[config.mk]
export PLATFORM = sky130hd
export DESIGN_NAME = ring_counter_ext
export DESIGN_NICKNAME = d
export VERILOG_FILES = /design/src/rtl/ring_counter_ext.sv
export SDC_FILE = /design/constraint.sdc
export NUM_CORES = 1
export LEC_CHECK = 0
export CORE_UTILIZATION = 45
export CTS_CLUSTER_DIAMETER = 80
export DETAILED_ROUTE_END_ITERATION = 10
export PLACE_DENSITY = 0.72
export SETUP_SLACK_MARGIN = 0.4
export SKIP_CTS_REPAIR_TIMING = 1
export SLEW_MARGIN = 30
export SYNTH_ARGS = -nofsm -noshare
export SYNTH_HDL_FRONTEND = slang
export SYNTH_SLANG_ARGS = --single-unit
[constraint.sdc]
create_clock -name clk -period 2.4 [get_ports clk]
set_input_delay 0.48 -clock clk [delete_from_list [all_inputs] [get_ports clk]]
set_output_delay 0.48 -clock clk [all_outputs]
set_load 0.05 [all_outputs]
[src/rtl/ring_counter_ext.sv]
// Configurable ring counter: one-hot ring (MODE 0) or Johnson (MODE 1) with
// load/clear, direction control, phase decode, wrap and fault events.
module ring_counter_ext #(
   parameter int unsigned CYCLE = 8,
   parameter int unsigned MODE  = 0,
   localparam int unsigned QW   = (MODE == 1) ? CYCLE / 2 : CYCLE,
   localparam int unsigned IDXW = ($clog2(CYCLE) > 1) ? $clog2(CYCLE) : 1
) (
   input  logic            clk,
   input  logic            rst_n,
   input  logic            clk_en,
   input  logic            dir,
   input  logic            clr,
   input  logic            load,
   input  logic [IDXW-1:0] load_idx,
   output logic [QW-1:0]   q,
   output logic [IDXW-1:0] idx,
   output logic            pulse,
   output logic            wrap,
   output logic            err
);

   if (CYCLE < 2 || MODE > 1 || (MODE == 1 && ((CYCLE % 2) != 0 || CYCLE < 4))) begin : g_param_check
      $error("ring_counter_ext: unsupported CYCLE/MODE combination");
   end

   // Encoding of phase s, built bit by bit so that no adder is needed.
   function automatic logic [QW-1:0] enc(input int unsigned s);
      logic [QW-1:0] r;
      r = '0;
      for (int unsigned b = 0; b < QW; b++) begin
         if (MODE == 0) r[b] = (b == s);
         else if (s <= QW) r[b] = (b < s);
         else r[b] = (b >= s - QW);
      end
      return r;
   endfunction

   localparam logic [QW-1:0] PHASE0 = enc(0);

   logic [QW-1:0]   q_reg;
   logic [QW-1:0]   q_fwd;
   logic [QW-1:0]   q_rev;
   logic [QW-1:0]   q_next;
   logic [IDXW-1:0] cur_idx;
   logic            legal;
   logic            term;
   logic            load_ok;
   logic [QW-1:0]   load_q;
   logic            wrap_next;
   logic            err_next;

   if (MODE == 0) begin : g_ring
      assign q_fwd = {q_reg[QW-2:0], q_reg[QW-1]};
      assign q_rev = {q_reg[0], q_reg[QW-1:1]};
   end else begin : g_johnson
      assign q_fwd = {q_reg[QW-2:0], ~q_reg[QW-1]};
      assign q_rev = {~q_reg[0], q_reg[QW-1:1]};
   end

   // Decode by matching against every legal pattern; no match means illegal.
   always_comb begin
      legal   = 1'b0;
      cur_idx = '0;
      load_ok = 1'b0;
      load_q  = PHASE0;
      for (int unsigned s = 0; s < CYCLE; s++) begin
         if (q_reg == enc(s)) begin
            legal   = 1'b1;
            cur_idx = IDXW'(s);
         end
         if (load_idx == IDXW'(s)) begin
            load_ok = 1'b1;
            load_q  = enc(s);
         end
      end
   end

   assign term  = dir ? (cur_idx == '0) : (cur_idx == IDXW'(CYCLE - 1));
   assign pulse = legal & term;
   assign idx   = cur_idx;
   assign q     = q_reg;

   always_comb begin
      q_next    = q_reg;
      wrap_next = 1'b0;
      err_next  = 1'b0;
      if (!legal) begin
         q_next   = PHASE0;
         err_next = 1'b1;
      end else if (clr) begin
         q_next = PHASE0;
      end else if (load) begin
         if (load_ok) q_next = load_q;
         else err_next = 1'b1;
      end else if (clk_en) begin
         q_next    = dir ? q_rev : q_fwd;
         wrap_next = term;
      end
   end

   always_ff @(posedge clk or negedge rst_n) begin
      if (!rst_n) begin
         q_reg <= PHASE0;
         wrap  <= 1'b0;
         err   <= 1'b0;
      end else begin
         q_reg <= q_next;
         wrap  <= wrap_next;
         err   <= err_next;
      end
   end

endmodule
Word-level counts from Yosys, hierarchy flattened
Cells that the tools add are included.

operators by class
  equal/unequal tests = 18
  muxes and demuxes = 45
  bitwise gates (word level) = 1
  reductions and logical operators = 3

operators with widths
  kind                count
  $mux 8              12
  $mux 1              26
  $mux 3              6
  $eq 3x3->1 const B  5
  $eq 8x1->1 const B  1
  $eq 8x2->1 const B  1
  $eq 8x3->1 const B  1
  $eq 8x4->1 const B  1
  $eq 8x5->1 const B  1
  $eq 8x6->1 const B  1
  $eq 8x7->1 const B  1
  $eq 8x8->1 const B  1
  $eq 3x2->1 const B  2
  $logic_not 3->1     2
  $ne 4x3->1 const B  1
  $ne 4x4->1 const B  1
  $eq 3x1->1 const B  1
  $mux 2              1
  $reduce_and 2->1    1
  $and 1x1->1         1

word-level totals
  flip-flop bits (word level) = 10
  input port bits = 9
  output and inout bits = 14
  logic and storage cells = 70

Depth between registers and ports, before layout
Gate-level depths: netlist of the first run.

  word-level depth = 14
  depth in mapped cells = 6
  depth with buffers taken out = 4

Worst setup path after synthesis of the first run
No wires, ideal clock.

  path type = register to output
  start = register q_reg[5], in the netlist q[5]
  end = output port pulse
  arrival time = 2.278 ns
  required time = 1.920 ns
  path slack = -0.358 ns
  cell stages (with the launch flop) = 7
  path buffers = 2
  cells stage by stage = dfrtp_1 buf_4 nor4b_4 a221oi_2 o22a_1 buf_6 a21oi_1

between the ends
  word-level cells in the longest chain between the ends = 11
  elaborated cells between the ends (all ways) = 27
  classes of those cells = eq/ne (9); mux (16); bitwise (1); reduce/logical (1)

ends and longest elaborated chain
  item                                           line  source
  start, declared                                41    logic [QW-1:0] q_reg;
  start signal, assigned                         108   q_reg <= q_next;
  $eq 8x2->1                                     68    if (q_reg == enc(s)) begin
  $mux 1                                         68
  $mux 3 (6 in a row)                            68
  $eq 3x3->1 or $logic_not 3->1 (tied branches)  79    assign term = dir ? (cur_idx == '0) : (cur_idx == IDXW'(CYCLE - 1));
  $mux 1                                         79
  $and 1x1->1 (*)                                80    assign pulse = legal & term;
  end, declared                                  18    output logic pulse,

Mark *: on every way between the ends. The rest lies on a longest branch, timed or not.

Worst setup path in the final report of the first run
  start = register q_reg[6], in the netlist q[6]
  end = output port pulse

Same word-level chain as after synthesis.

==> results_dict.tcl, run 1 <==
set metrics [dict create \
    synth_area_per_cell_um2 8.68 \
    io_pins 23 \
    synth_cell_types 33 \
    status "completed" \
    clk_latency_ns 0.26 \
    core_um2 1820 \
    cp.required_ns 1.92 \
    cp_max_fo 7 \
    slew_viol_final 0 \
    leakagePower_nw 0.622 \
    crit_slowest_cell "dfrtp_2" \
    drtIter0Drc 22 \
    timing.final.crit_period_ns 2.27 \
    place_hpwl_um 1630 \
    layout_common_cells "nor2_1 (18), clkdlybuf4s50_1 (10)" \
    overflow 0 \
    grt_usage 0.229 \
    mostFrequentLayoutCell "nor2_1" \
    worst_slack_ns 0.128 \
    synth-main-ff-cell "dfrtp_1" \
    die_area_um2 2230 \
    hold_path.class "input pin to asynchronous set/reset pin" \
    cts.reportedPaths.clkPinSlew_ns 0.06 \
    area_growth_pct 41.5 \
    crit_arrival_ns 1.79 \
    fin_nets 137 \
    crit_path_end_kind "primary output" \
    place_congestion 0.818 \
    firstDrtPassIters 4 \
    worstSetupStartpoint "q[6]" \
    port_buffers 22 \
    cts_tree "yes" \
    fin_crit_sh 0.947 \
    start_util 0.505 \
    synth-seq-cells 10 \
    clockBufferDepth 2 \
    postRouteAntennaNets 0 \
    cts_root_buf "clkbuf_4" \
    grt_pass1_vias 742 \
    rsz0062_at_grt "yes" \
    grt_pass1_wl_um 3470 \
    rows 15 \
    fmax_mhz 440 \
    netlist_area_um2 920 \
    synthArstFlopShare 1.00 \
    drc_errors 0 \
    power_density_nw_per_um2 663 \
    synthCells 106 \
    ys_seq_area_frac 0.273 \
    maxCapViolations 0 \
    start_kind "register" \
    multiInputGateArea_um2 636 \
    skew_ns 0.00212 \
    max_slew_margin 0.610 \
    cts.sink_count 10 \
    vias 902 \
    synth_nets 115 \
    crit_type "register to primary output" \
    cts_buffers 3 \
    grt_max_degree 18 \
    fin_tns_setup_ns 0 \
    wirelength_um 2430 \
    placed_cell_area_um2 1170 \
    ir_worst_vdd_v 0.000735 \
    path_cells "xor2_2 -> a221oi_4 -> o221ai_2 -> a21oi_4 -> buf_12" \
    die_width_um 47.2 \
    post-place-ws_ns 0.176 \
    layout-drive-gt1-share 0.299 \
    vias_per_cell 5.93 \
    synth_edf_count 0 \
    htreeDepth 1 \
    design_area_um2 1300 \
    hold_viol 0 \
    seq_area_um2 264 \
    max_stage_delay_ns 0.49 \
    setup_viol 0 \
    wl_per_cell_um 16.0 \
    worst_pin_slew_ns 0.583 \
    fin_util 0.715 \
    insertedDiodeCount 0 \
    power_mw 0.863 \
    r2r-start "q[0]" \
    fp.dieH_um 47.2 \
    largest_reg_flops 8 \
    yosys_warnings 0 \
    antenna_found_initial 0 \
    nFillCells 162 \
]
-- synthesized netlist by cell type, types with 2 or more instances --
| cell type | instances | share of area |
|---|---|---|
| nor4b_1 | 3 | 0.029 |
| dfrtp_1 | 9 | 0.24 |
| a31oi_1 | 4 | 0.027 |
| buf_6 | 4 | 0.049 |
| clkbuf_1 | 3 | 0.012 |
| nand2_1 | 4 | 0.016 |
| nor2b_1 | 3 | 0.020 |
| buf_4 | 3 | 0.024 |
| mux2i_1 | 8 | 0.087 |
| buf_2 | 2 | 0.011 |
| a41oi_1 | 3 | 0.029 |
| buf_1 | 2 | 0.0082 |
| inv_1 | 2 | 0.0082 |
| nor2_1 | 19 | 0.078 |
| a21oi_1 | 2 | 0.011 |
| xor2_1 | 3 | 0.029 |
| a211oi_1 | 8 | 0.065 |
| nor3_1 | 9 | 0.049 |
-- critical path: cells and delay by family, from the launching register on --
family | cells | cell delay [ns]
AO/OA/AOI/OAI | 3 | 0.67
flip-flops | 1 | 0.49
XOR/XNOR | 1 | 0.22
buffers and inverters | 1 | 0.15
-- metrics by stage --
| step | hold slack (ns) | cells |
|---|---|---|
| 5_1_grt | 0.537 | 152 |
| 3_3_place_gp | 0.802 | 141 |
| 3_5_place_dp | 0.803 | 141 |
| 6_report | 0.520 | 152 |
| 2_1_floorplan | 0.184 | 106 |
| 4_1_cts | 0.521 | 145 |
-- kinds of logic (layout without fill, tap and decap cells) --
logic type / Yosys count / in the layout / synth area share
muxes: 8 / 8 / 0.0871
DFF: 10 / 10 / 0.273
and+or+nand+nor: 43 / 43 / 0.245
AOI/OAI and AO/OA: 25 / 25 / 0.235
buffers and inverters: 16 / 37 / 0.113
xor gates and xnor gates: 4 / 4 / 0.0463
-- area by class of cell --
| type | count | share of cell area |
|---|---|---|
| flip-flops and latches | 10 | 0.203 |
| inverters | 2 | 0.00577 |
| well taps | 25 | 0.0240 |
| clock buffers | 4 | 0.0202 |
| repair buffers | 31 | 0.259 |
| multi-input cells | 80 | 0.488 |
-- worst paths after layout --
kind	end	slack (ns)	cells after the start
worst max-delay path	pulse	0.13	5
worst min-delay path	wrap	0.52	1
worst max register to register	wrap	0.58	5
worst min register to register	wrap	0.87	3
max in group asynchronous	q[0]	1.55	1
min in group clk	wrap	0.87	3
-- layer usage --
layer,vias up,part of all wire,track usage
met5,-,0,0
met4,0,0.015,0.0857
met3,7,0.022,0.0462
met2,18,0.54,0.372
met1,442,0.42,0.300
li1,435,-,-
-- power by group --
group,total [mW],internal [mW],switching [mW]
clock network,0.117,0.0641,0.0526
logic,0.496,0.199,0.297
registers,0.250,0.200,0.0503
No activity file was read; power rests on OpenSTA's default activity.
==> inputs of run 2 (changes only) <==
--- a/config.mk
+++ b/config.mk
@@ -11,7 +11,7 @@
 export PLACE_DENSITY = 0.72
 export SETUP_SLACK_MARGIN = 0.4
 export SKIP_CTS_REPAIR_TIMING = 1
-export SLEW_MARGIN = 30
+export SLEW_MARGIN = 10
 export SYNTH_ARGS = -nofsm -noshare
 export SYNTH_HDL_FRONTEND = slang
 export SYNTH_SLANG_ARGS = --single-unit
==> results of run 2 <==
Same layout as run 1: the final DEF is identical, and so are final timing and power.
